<file path="config.mk">
export PLATFORM = sky130hd
export DESIGN_NAME = sdram_fifo_bridge
export DESIGN_NICKNAME = d
export VERILOG_FILES = /design/src/rtl/sdram_fifo_bridge_pkg.sv /design/src/rtl/sdram_fifo_bridge_credit_ctr.sv /design/src/rtl/sdram_fifo_bridge.sv
export SDC_FILE = /design/constraint.sdc
export NUM_CORES = 1
export LEC_CHECK = 0
export BUFFER_PORTS_ARGS = -buffer_cell sky130_fd_sc_hd__buf_2
export CAP_MARGIN = 30
export CORE_ASPECT_RATIO = 1.1
export CORE_MARGIN = 2
export CORE_UTILIZATION = 43
export CTS_BUF_LIST = sky130_fd_sc_hd__clkbuf_8
export DETAILED_ROUTE_END_ITERATION = 16
export HOLD_SLACK_MARGIN = 0.03
export PLACE_DENSITY = 0.86
export SLEW_MARGIN = 20
export SYNTH_ARGS = -nofsm -noshare
export SYNTH_HDL_FRONTEND = slang
export SYNTH_SLANG_ARGS = --single-unit
</file>
<file path="constraint.sdc">
create_clock -name clk -period 2.2 [get_ports clk]
set_input_delay 0.33 -clock clk [delete_from_list [all_inputs] [get_ports clk]]
set_output_delay 0.33 -clock clk [all_outputs]
set_load 0.05 [all_outputs]
</file>
<file path="src/rtl/sdram_fifo_bridge_pkg.sv">
// Shared definitions for the SDRAM FIFO bridge: FSM state encodings,
// SDRAM address/data widths and write-request field helpers.
package sdram_fifo_bridge_pkg;

    localparam int SDRAM_AW = 25;
    localparam int SDRAM_DW = 16;
    localparam int WQ_W     = SDRAM_AW + SDRAM_DW;
    // Outstanding-read counter width; MAX_OUTSTANDING is limited to 15
    localparam int CNT_W    = 4;

    typedef enum logic [1:0] {
        ST_IDLE = 2'd0,
        ST_WR   = 2'd1,
        ST_RD   = 2'd2
    } state_t;

    // Address field of a write-request word {addr, data}
    function automatic logic [SDRAM_AW-1:0] wq_addr(input logic [WQ_W-1:0] w);
        return w[WQ_W-1:SDRAM_DW];
    endfunction

    // Data field of a write-request word {addr, data}
    function automatic logic [SDRAM_DW-1:0] wq_wdata(input logic [WQ_W-1:0] w);
        return w[SDRAM_DW-1:0];
    endfunction

endpackage

</file>
<file path="src/rtl/sdram_fifo_bridge_credit_ctr.sv">
// Outstanding-read counter and read credit check for the SDRAM FIFO bridge.
// A credit is available when fewer than MAX_OUTSTANDING reads are in flight
// and the read-data FIFO has room for every in-flight beat plus one more.
module bridge_credit_ctr
    import sdram_fifo_bridge_pkg::*;
#(
    parameter int MAX_OUTSTANDING = 4,
    parameter int RDQ_DEPTH       = 16,
    parameter int RDQ_UW          = 5
) (
    input  logic              clk,
    input  logic              rst_n,
    input  logic              i_inc,
    input  logic              i_dec,
    input  logic [RDQ_UW-1:0] i_rdq_usedw,
    output logic [CNT_W-1:0]  o_outstanding,
    output logic              o_credit_ok
);

    // One extra bit so usedw + outstanding cannot overflow the compare
    localparam int SW = RDQ_UW + 1;

    logic [CNT_W-1:0] r_cnt;
    logic             w_dec;
    logic [SW-1:0]    w_sum;

    // A decrement is only honoured with a non-zero count, so a stray beat can never wrap it
    assign w_dec = i_dec && (r_cnt != '0);
    assign w_sum = {1'b0, i_rdq_usedw} + SW'(r_cnt);

    assign o_outstanding = r_cnt;
    assign o_credit_ok   = (r_cnt < CNT_W'(MAX_OUTSTANDING)) && (w_sum < SW'(RDQ_DEPTH));

    // Count reads accepted by the controller but not yet pushed into the read-data FIFO
    always_ff @(posedge clk or negedge rst_n) begin
        if (!rst_n) begin
            r_cnt <= '0;
        end else if (i_inc && !w_dec) begin
            r_cnt <= r_cnt + CNT_W'(1);
        end else if (w_dec && !i_inc) begin
            r_cnt <= r_cnt - CNT_W'(1);
        end
    end

endmodule

</file>
<file path="src/rtl/sdram_fifo_bridge.sv">
// SDRAM FIFO bridge: drains the CPU write-request and read-address FIFOs,
// issues Avalon-MM transfers to the SDRAM controller and pushes returned
// read data into the read-data FIFO. Writes have strict priority over reads.
// Optional build macro BRIDGE_STATS_EN adds 32-bit wrapping counters of
// accepted writes, accepted reads and dropped orphan read beats.
module sdram_fifo_bridge
    import sdram_fifo_bridge_pkg::*;
#(
    parameter int MAX_OUTSTANDING = 4,
    parameter int RDQ_DEPTH       = 16,
    parameter int RDQ_UW          = 5
) (
    input  logic                clk,
    input  logic                rst_n,
    input  logic                wq_empty,
    input  logic [WQ_W-1:0]     wq_data,
    output logic                wq_rdreq,
    input  logic                raq_empty,
    input  logic [SDRAM_AW-1:0] raq_addr,
    output logic                raq_rdreq,
    input  logic [RDQ_UW-1:0]   rdq_usedw,
    output logic                rdq_wrreq,
    output logic [SDRAM_DW-1:0] rdq_data,
    output logic [SDRAM_AW-1:0] avm_address,
    output logic [SDRAM_DW-1:0] avm_writedata,
    output logic                avm_write,
    output logic                avm_read,
    input  logic                avm_waitrequest,
    input  logic [SDRAM_DW-1:0] avm_readdata,
    input  logic                avm_readdatavalid,
    output logic                busy
`ifdef BRIDGE_STATS_EN
    ,
    output logic [31:0]         stat_wr_cnt,
    output logic [31:0]         stat_rd_cnt,
    output logic [31:0]         stat_orphan_cnt
`endif
);

    state_t              r_state;
    logic [SDRAM_AW-1:0] r_addr;
    logic [SDRAM_DW-1:0] r_wdata;
    logic                r_wq_rdreq;
    logic                r_raq_rdreq;
    logic                r_avm_write;
    logic                r_avm_read;
    logic                r_rdq_wrreq;
    logic [SDRAM_DW-1:0] r_rdq_data;

    logic [CNT_W-1:0]    w_outstanding;
    logic                w_credit_ok;
    logic                w_rd_accept;

    assign w_rd_accept = r_avm_read && !avm_waitrequest;

    bridge_credit_ctr #(
        .MAX_OUTSTANDING (MAX_OUTSTANDING),
        .RDQ_DEPTH       (RDQ_DEPTH),
        .RDQ_UW          (RDQ_UW)
    ) u_credit (
        .clk           (clk),
        .rst_n         (rst_n),
        .i_inc         (w_rd_accept),
        .i_dec         (r_rdq_wrreq),
        .i_rdq_usedw   (rdq_usedw),
        .o_outstanding (w_outstanding),
        .o_credit_ok   (w_credit_ok)
    );

    // Transfer FSM: pop a request, raise the strobe a cycle later, hold it through waitrequest
    always_ff @(posedge clk or negedge rst_n) begin
        if (!rst_n) begin
            r_state     <= ST_IDLE;
            r_addr      <= '0;
            r_wdata     <= '0;
            r_wq_rdreq  <= 1'b0;
            r_raq_rdreq <= 1'b0;
            r_avm_write <= 1'b0;
            r_avm_read  <= 1'b0;
        end else begin
            r_wq_rdreq  <= 1'b0;
            r_raq_rdreq <= 1'b0;
            case (r_state)
                ST_IDLE: begin
                    if (!wq_empty) begin
                        r_addr     <= wq_addr(wq_data);
                        r_wdata    <= wq_wdata(wq_data);
                        r_wq_rdreq <= 1'b1;
                        r_state    <= ST_WR;
                    end else if (!raq_empty && w_credit_ok) begin
                        r_addr      <= raq_addr;
                        r_raq_rdreq <= 1'b1;
                        r_state     <= ST_RD;
                    end
                end
                ST_WR: begin
                    if (!r_avm_write) begin
                        r_avm_write <= 1'b1;
                    end else if (!avm_waitrequest) begin
                        r_avm_write <= 1'b0;
                        r_state     <= ST_IDLE;
                    end
                end
                ST_RD: begin
                    if (!r_avm_read) begin
                        r_avm_read <= 1'b1;
                    end else if (!avm_waitrequest) begin
                        r_avm_read <= 1'b0;
                        r_state    <= ST_IDLE;
                    end
                end
                default: begin
                    r_state <= ST_IDLE;
                end
            endcase
        end
    end

    // Register returned beats; a beat arriving with nothing outstanding is dropped
    always_ff @(posedge clk or negedge rst_n) begin
        if (!rst_n) begin
            r_rdq_wrreq <= 1'b0;
            r_rdq_data  <= '0;
        end else begin
            r_rdq_wrreq <= avm_readdatavalid && (w_outstanding != '0);
            if (avm_readdatavalid) begin
                r_rdq_data <= avm_readdata;
            end
        end
    end

`ifdef BRIDGE_STATS_EN
    logic w_wr_accept;
    logic w_orphan;

    assign w_wr_accept = r_avm_write && !avm_waitrequest;
    assign w_orphan    = avm_readdatavalid && (w_outstanding == '0);

    // Free-running statistics, wrapping at 2^32
    always_ff @(posedge clk or negedge rst_n) begin
        if (!rst_n) begin
            stat_wr_cnt     <= '0;
            stat_rd_cnt     <= '0;
            stat_orphan_cnt <= '0;
        end else begin
            if (w_wr_accept) stat_wr_cnt     <= stat_wr_cnt + 32'd1;
            if (w_rd_accept) stat_rd_cnt     <= stat_rd_cnt + 32'd1;
            if (w_orphan)    stat_orphan_cnt <= stat_orphan_cnt + 32'd1;
        end
    end
`endif

    assign wq_rdreq      = r_wq_rdreq;
    assign raq_rdreq     = r_raq_rdreq;
    assign avm_address   = r_addr;
    assign avm_writedata = r_wdata;
    assign avm_write     = r_avm_write;
    assign avm_read      = r_avm_read;
    assign rdq_wrreq     = r_rdq_wrreq;
    assign rdq_data      = r_rdq_data;
    assign busy          = (r_state != ST_IDLE) || (w_outstanding != '0);

endmodule

</file>
Word-level counts from Yosys, hierarchy flattened
Cells that the tools add are included.
{"block": "word_totals", "regBits": 68, "latchBits": 0, "mem_bits_rw": 0, "rom_bits": 0, "inputBits": 93, "output_inout_bits": 63, "memories": 0}
{"block": "op_classes", "addsub": 3, "n_mul": 0, "div": 0, "magnitude_cmp": 2, "n_eq_ne": 6, "shifts": 0, "mux": 18, "bitwise": 1, "n_reduce_logical": 19}
{"operator": "$mux 25", "n": 2}
{"operator": "$mux 2", "n": 5}
{"operator": "$mux 1", "n": 8}
{"operator": "$mux 4", "n": 2}
{"operator": "$logic_and 1x1->1", "n": 7}
{"operator": "$add 5x4->6", "n": 1}
{"operator": "$lt 6x5->1 const B", "n": 1}
{"operator": "$pmux 2 s3", "n": 1}
{"operator": "$add 4x1->4 const B", "n": 1}
{"operator": "$logic_not 1->1", "n": 4}
{"operator": "$lt 4x3->1 const B", "n": 1}
{"operator": "$ne 2x2->1 const B", "n": 2}
{"operator": "$reduce_and 2->1", "n": 2}
{"operator": "$reduce_bool 2->1", "n": 2}
{"operator": "$reduce_bool 4->1", "n": 1}
{"operator": "$sub 4x1->4 const B", "n": 1}
{"operator": "$ne 3x3->1 const B", "n": 1}
{"operator": "$reduce_and 3->1", "n": 1}
{"operator": "$eq 2x1->1 const B", "n": 1}
{"operator": "$eq 2x2->1 const B", "n": 1}
{"operator": "$logic_not 2->1", "n": 1}
{"operator": "$ne 2x1->1 const B", "n": 1}
{"operator": "$logic_or 1x1->1", "n": 1}
{"operator": "$not 1->1", "n": 1}

Depth between registers and ports, before layout
{"block": "depth", "depth_word": 7, "ltp_mapped": 9}

Hierarchy
Synthesis repeated with hierarchy kept, for this count alone.
{"block": "unflattened", "cells_unflattened": 220, "area_unflattened_um2": 3380.7}
{"module": "sdram_fifo_bridge", "instances": 1, "cells_per_inst": 183, "area_per_inst_um2": 3002.9, "seq_area_each_um2": 1601.5}
{"module": "bridge_credit_ctr", "instances": 1, "cells_per_inst": 37, "area_per_inst_um2": 377.9, "seq_area_each_um2": 100.1}

Worst setup path after synthesis
No wires, ideal clock.
{"block": "synth_timing", "kind": "register to register", "start": "register u_credit.r_cnt[0], in the netlist u_credit.o_outstanding[0]", "end": "register u_credit.r_cnt[3], in the netlist u_credit.o_outstanding[3]", "setup_time_ns": 0.136, "arrival_ns": 2.185, "required_time_ns": 2.064, "path_slack_ns": -0.121, "path_stages_with_launch": 9, "path_buffers": 0, "period_less_slack_ns": 2.321, "path_cell_list": "dfrtp_1 nor4_1 nand2b_1 ha_1 inv_1 ha_1 a21o_1 a2111oi_0 o31ai_1"}
{"block": "synth_between", "elab_chain_cells": 5, "word_cells_on_any_way": 10}
{"item": "start, declared", "line_no": "sdram_fifo_bridge_credit_ctr.sv:23", "rtl": "logic [CNT_W-1:0] r_cnt;"}
{"item": "start signal, assigned", "line_no": "sdram_fifo_bridge_credit_ctr.sv:39", "rtl": "r_cnt <= r_cnt + CNT_W'(1);"}
{"item": "start signal, assigned", "line_no": "sdram_fifo_bridge_credit_ctr.sv:41", "rtl": "r_cnt <= r_cnt - CNT_W'(1);"}
{"item": "parallel branches: the longest is 5 deep, another holds $sub 4x1->4"}
Parallel ways; which one is timed is not known. The select of a mux whose other input is x is not followed.
A chain may end at the register's enable or synchronous reset.

Worst setup path after layout
{"block": "layout_timing", "start": "register u_credit.r_cnt[3], in the netlist u_credit.o_outstanding[3]", "end": "register r_addr[13], in the netlist avm_address[13]"}
{"block": "layout_between", "elab_chain_cells": 6, "word_cells_on_any_way": 7}
{"item": "$add 5x4->6", "line_no": "sdram_fifo_bridge_credit_ctr.sv:29", "rtl": "assign w_sum = {1'b0, i_rdq_usedw} + SW'(r_cnt);"}
{"item": "$lt 6x5->1", "line_no": "sdram_fifo_bridge_credit_ctr.sv:32", "rtl": "assign o_credit_ok = (r_cnt < CNT_W'(MAX_OUTSTANDING)) && (w_sum < SW'(RDQ_DEPTH));"}
{"item": "$logic_and 1x1->1 (*)", "line_no": "sdram_fifo_bridge_credit_ctr.sv:32"}
{"item": "$logic_and 1x1->1 (*)", "line_no": "sdram_fifo_bridge.sv:90", "rtl": "end else if (!raq_empty && w_credit_ok) begin"}
{"item": "$ne 2x1->1 (no line) (*)"}
{"item": "$reduce_and 2->1 (no line) (*)"}
{"item": "end signal, assigned", "line_no": "sdram_fifo_bridge.sv:86", "rtl": "r_addr <= wq_addr(wq_data);"}
{"item": "end signal, assigned", "line_no": "sdram_fifo_bridge.sv:91", "rtl": "r_addr <= raq_addr;"}
{"item": "end, declared", "line_no": "sdram_fifo_bridge.sv:41", "rtl": "logic [SDRAM_AW-1:0] r_addr;"}
Every way passes the cells marked *; elsewhere a longest branch is shown, timed or not.

==> results.txt <==
Data required time at the worst endpoint -> 2.43 ns
Sink Count -> 68
Design area -> 4450 sq um
Crit. Startpoint -> u_credit.o_outstanding[3]
Classification of the worst setup path -> flop to flop
Core box area -> 7350 sq um
Design Power -> 0.00699 W
Share of synthesized area occupied by flip-flops and latches -> 0.530
Number of synthesized register bits -> 68
Kind of path behind the tightest hold check -> primary input to flop
Global router's overall resource usage -> 0.174
Fraction of final layout cells sized beyond drive strength 1 -> 0.724
Critical path startpoint category -> flop
IO buf count -> 155
Worst setup skew after layout -> 0.00657 ns
Post-synthesis cell type count -> 30
Total wire length after detailed routing -> 7180 um
Half-perimeter wire length of the detailed placement result -> 5410 um
Gr ovfl total -> 0
Maximum number of pins on one net before global-route repair -> 45
Total die area -> 8180 sq um
Number of CTS-inserted buffers -> 9
H-tree levels -> 3
Net Count, Synth -> 322
YS warnings -> 0
Power per Cell Area -> 1570 nW/um^2
Top Ports -> 156
Number of max-slew violations in the final report -> 0
Sort of element at the end of the critical path -> flop
RSZ-0062 raised after global routing -> false
Max Cap Violations -> 0
Initial Utilization -> 0.437
First-pass GRT wire length -> 11,100 um
Number of vias per cell -> 4.96
Worst Max-Slew Pin Slew -> 0.580 ns
Number of hold violations in the final report -> 0
Max Freq -> 0.472 GHz
Reg clk slew, reported paths -> 0.07 ns
Maximum VDD drop -> 0.966 mV
CTS tree -> built
Shortest clock period the worst path allows after layout -> 2.12 ns
Most common cell after layout, fill and taps aside -> sky130_fd_sc_hd__buf_2
Wire per inst -> 15.0 um
Horizontal die dimension -> 86.4 um
Die H -> 94.6 um
Master of the slowest instance on the critical path -> sky130_fd_sc_hd__dfrtp_2
Result of the run -> finished, final reports clean
Initial antenna violation count -> 0
Number of fill cells -> 591
Avg Synthesized Cell Area -> 14.7 sq um
Static leakage -> 2.19 nW
Crit share post-route -> 0.963
Clock Path Buffers -> 2
Worst-Skew Late Latency -> 0.34 ns
Post-placement cell area -> 4170 sq um
Cells after Synth -> 219
Startpoint of the worst register-to-register path -> u_credit.o_outstanding[3]
Drt first pass iters -> 4
Setup slack of the most critical reg-to-reg path -> 0.08 ns
Count of antenna diodes in the layout -> 0
Worst reg-to-reg path cell count -> 6
Maximum cell stage delay along the critical path -> 0.46 ns
Final Setup Violations -> 0
Row count -> 33
Combined area of all synthesized cells -> 3210 sq um
Total via count after detailed routing -> 2,370
Synthesis-to-finish area growth -> 38.6%
Number of setup buffers added after CTS -> 0
Via count of the first global-routing pass -> 2,464
End of the worst register-to-register path -> avm_address[13]
Worst slew margin -> 0.613
DR DRC count -> 0
Crit path DAT -> 2.34 ns
Clock root buffer -> sky130_fd_sc_hd__clkbuf_8
Detailed Route Iter0 Violations -> 43
Most used cells in the layout excluding fill and tap cells -> sky130_fd_sc_hd__buf_2, sky130_fd_sc_hd__mux2_2, sky130_fd_sc_hd__dfrtp_1
Critical-path maximum fanout -> 25
Worst path cell trace -> ha_1 > or3_4 > nor4_2 > a211oi_4 > buf_12 > mux2_4
Nets -> 489
Post-DRT Antenna Nets -> 0
Routability congestion estimate -> 0.792
Setup crit end -> avm_address[13]
Total negative setup slack -> 0 ns
[synthesized netlist by cell type]
cell type / count / share of area
sky130_fd_sc_hd__a31o_2: 2 / 0.0055
sky130_fd_sc_hd__nand2b_1: 2 / 0.0039
sky130_fd_sc_hd__buf_2: 2 / 0.0031
sky130_fd_sc_hd__a221o_1: 1 / 0.0031
sky130_fd_sc_hd__nor3_1: 4 / 0.0062
sky130_fd_sc_hd__inv_1: 5 / 0.0058
sky130_fd_sc_hd__xnor2_1: 2 / 0.0055
sky130_fd_sc_hd__o21ai_0: 3 / 0.0047
sky130_fd_sc_hd__a21oi_1: 5 / 0.0078
sky130_fd_sc_hd__dfrtp_1: 68 / 0.53
sky130_fd_sc_hd__nor4b_2: 1 / 0.0047
sky130_fd_sc_hd__buf_6: 2 / 0.0070
sky130_fd_sc_hd__clkbuf_1: 4 / 0.0047
sky130_fd_sc_hd__mux2_2: 65 / 0.23
sky130_fd_sc_hd__a211oi_2: 1 / 0.0039
sky130_fd_sc_hd__nor4_2: 1 / 0.0039
sky130_fd_sc_hd__nor4_1: 1 / 0.0019
sky130_fd_sc_hd__fa_1: 1 / 0.0062
sky130_fd_sc_hd__a21o_1: 1 / 0.0023
sky130_fd_sc_hd__buf_1: 1 / 0.0012
sky130_fd_sc_hd__or3_4: 1 / 0.0035
sky130_fd_sc_hd__nand2_1: 5 / 0.0058
sky130_fd_sc_hd__mux2i_1: 1 / 0.0031
sky130_fd_sc_hd__a2111oi_0: 1 / 0.0027
sky130_fd_sc_hd__nor2b_1: 4 / 0.0078
sky130_fd_sc_hd__buf_4: 1 / 0.0023
sky130_fd_sc_hd__o31ai_1: 1 / 0.0023
sky130_fd_sc_hd__mux2_4: 20 / 0.093
sky130_fd_sc_hd__nor2_1: 4 / 0.0047
sky130_fd_sc_hd__ha_1: 9 / 0.035
[area by class of cell]
type	instances	area, sq um	area share
clock buffer	11	151	0.0340
multi-input combinational	136	1520	0.342
timing repair buffer	166	886	0.199
clock inverter	5	58.8	0.0132
inverter	5	18.8	0.00422
sequential	68	1710	0.383
tap	87	109	0.0245
[cell families after synthesis]
logic type	share of synthesized area
muxes	0.325
buffers and inverters	0.0242
adders and majority gates	0.0413
xor gates and xnor gates	0.00545
DFF	0.530
and+or+nand+nor	0.0425
AOI/OAI and AO/OA	0.0323
[registers in the layout, indices dropped and copies added, names as in the netlist]
name,cells
rdq_data,16
u_credit.o_outstanding,4
avm_writedata,16
wq_rdreq,1
r_state,2
rdq_wrreq,1
raq_rdreq,1
avm_read,1
avm_write,1
avm_address,25
[timing repair]
item,CTS,global route
endpoints found under the setup margin,1,9
pin swaps,2,3
gates cloned,0,0
endpoints found under the hold margin,24,0
hold buffers,1,0
resized for setup,2,5
[metal layers]
metal | global-route usage | vias up | share of wire
li1 | - | 1118 | -
met1 | 0.206 | 1144 | 0.41
met2 | 0.295 | 96 | 0.50
met3 | 0.0568 | 12 | 0.068
met4 | 0.0664 | 0 | 0.016
met5 | 0 | - | 0
[where the power goes]
part / internal (W) / switching (W)
Sequential: 0.00175 / 0.000296
Combinational: 0.00138 / 0.00251
Clock: 0.000587 / 0.000472
[per-stage QoR]
step / setup slack, ns / hold slack (ns) / std cells / util
after floorplan: 0.00311 / 0.0344 / 219 / -
after global placement: 0.0834 / 0.356 / 461 / 0.568
after detailed placement: -0.000742 / 0.362 / 461 / 0.568
after CTS: 0.0305 / 0.199 / 478 / 0.599
after global routing: 0.00598 / 0.207 / 478 / 0.606
final: 0.0816 / 0.218 / 478 / 0.606
[worst min path at each step]
stage,from,end,slack [ns],depth (start not counted)
2_1_floorplan,rst_n,avm_address[0],0.03,0
3_3_place_gp,rst_n,avm_writedata[0],0.36,1
3_5_place_dp,rst_n,avm_writedata[0],0.36,1
4_1_cts,avm_readdata[3],rdq_data[3],0.20,2
5_1_grt,avm_readdata[7],rdq_data[7],0.21,2
6_report,wq_data[0],avm_writedata[0],0.22,2
[worst max-delay path: cells and delay by family, from the launching register on]
kind | cells | cell delay, ns
AO/OA/AOI/OAI | 1 | 0.09
multiplexers | 1 | 0.31
AND/OR/NAND/NOR | 2 | 0.75
adder cells (fa/ha/maj) | 1 | 0.20
flip-flops | 1 | 0.46
buffers and inverters | 1 | 0.19
Power figures use the tool's default switching activity.
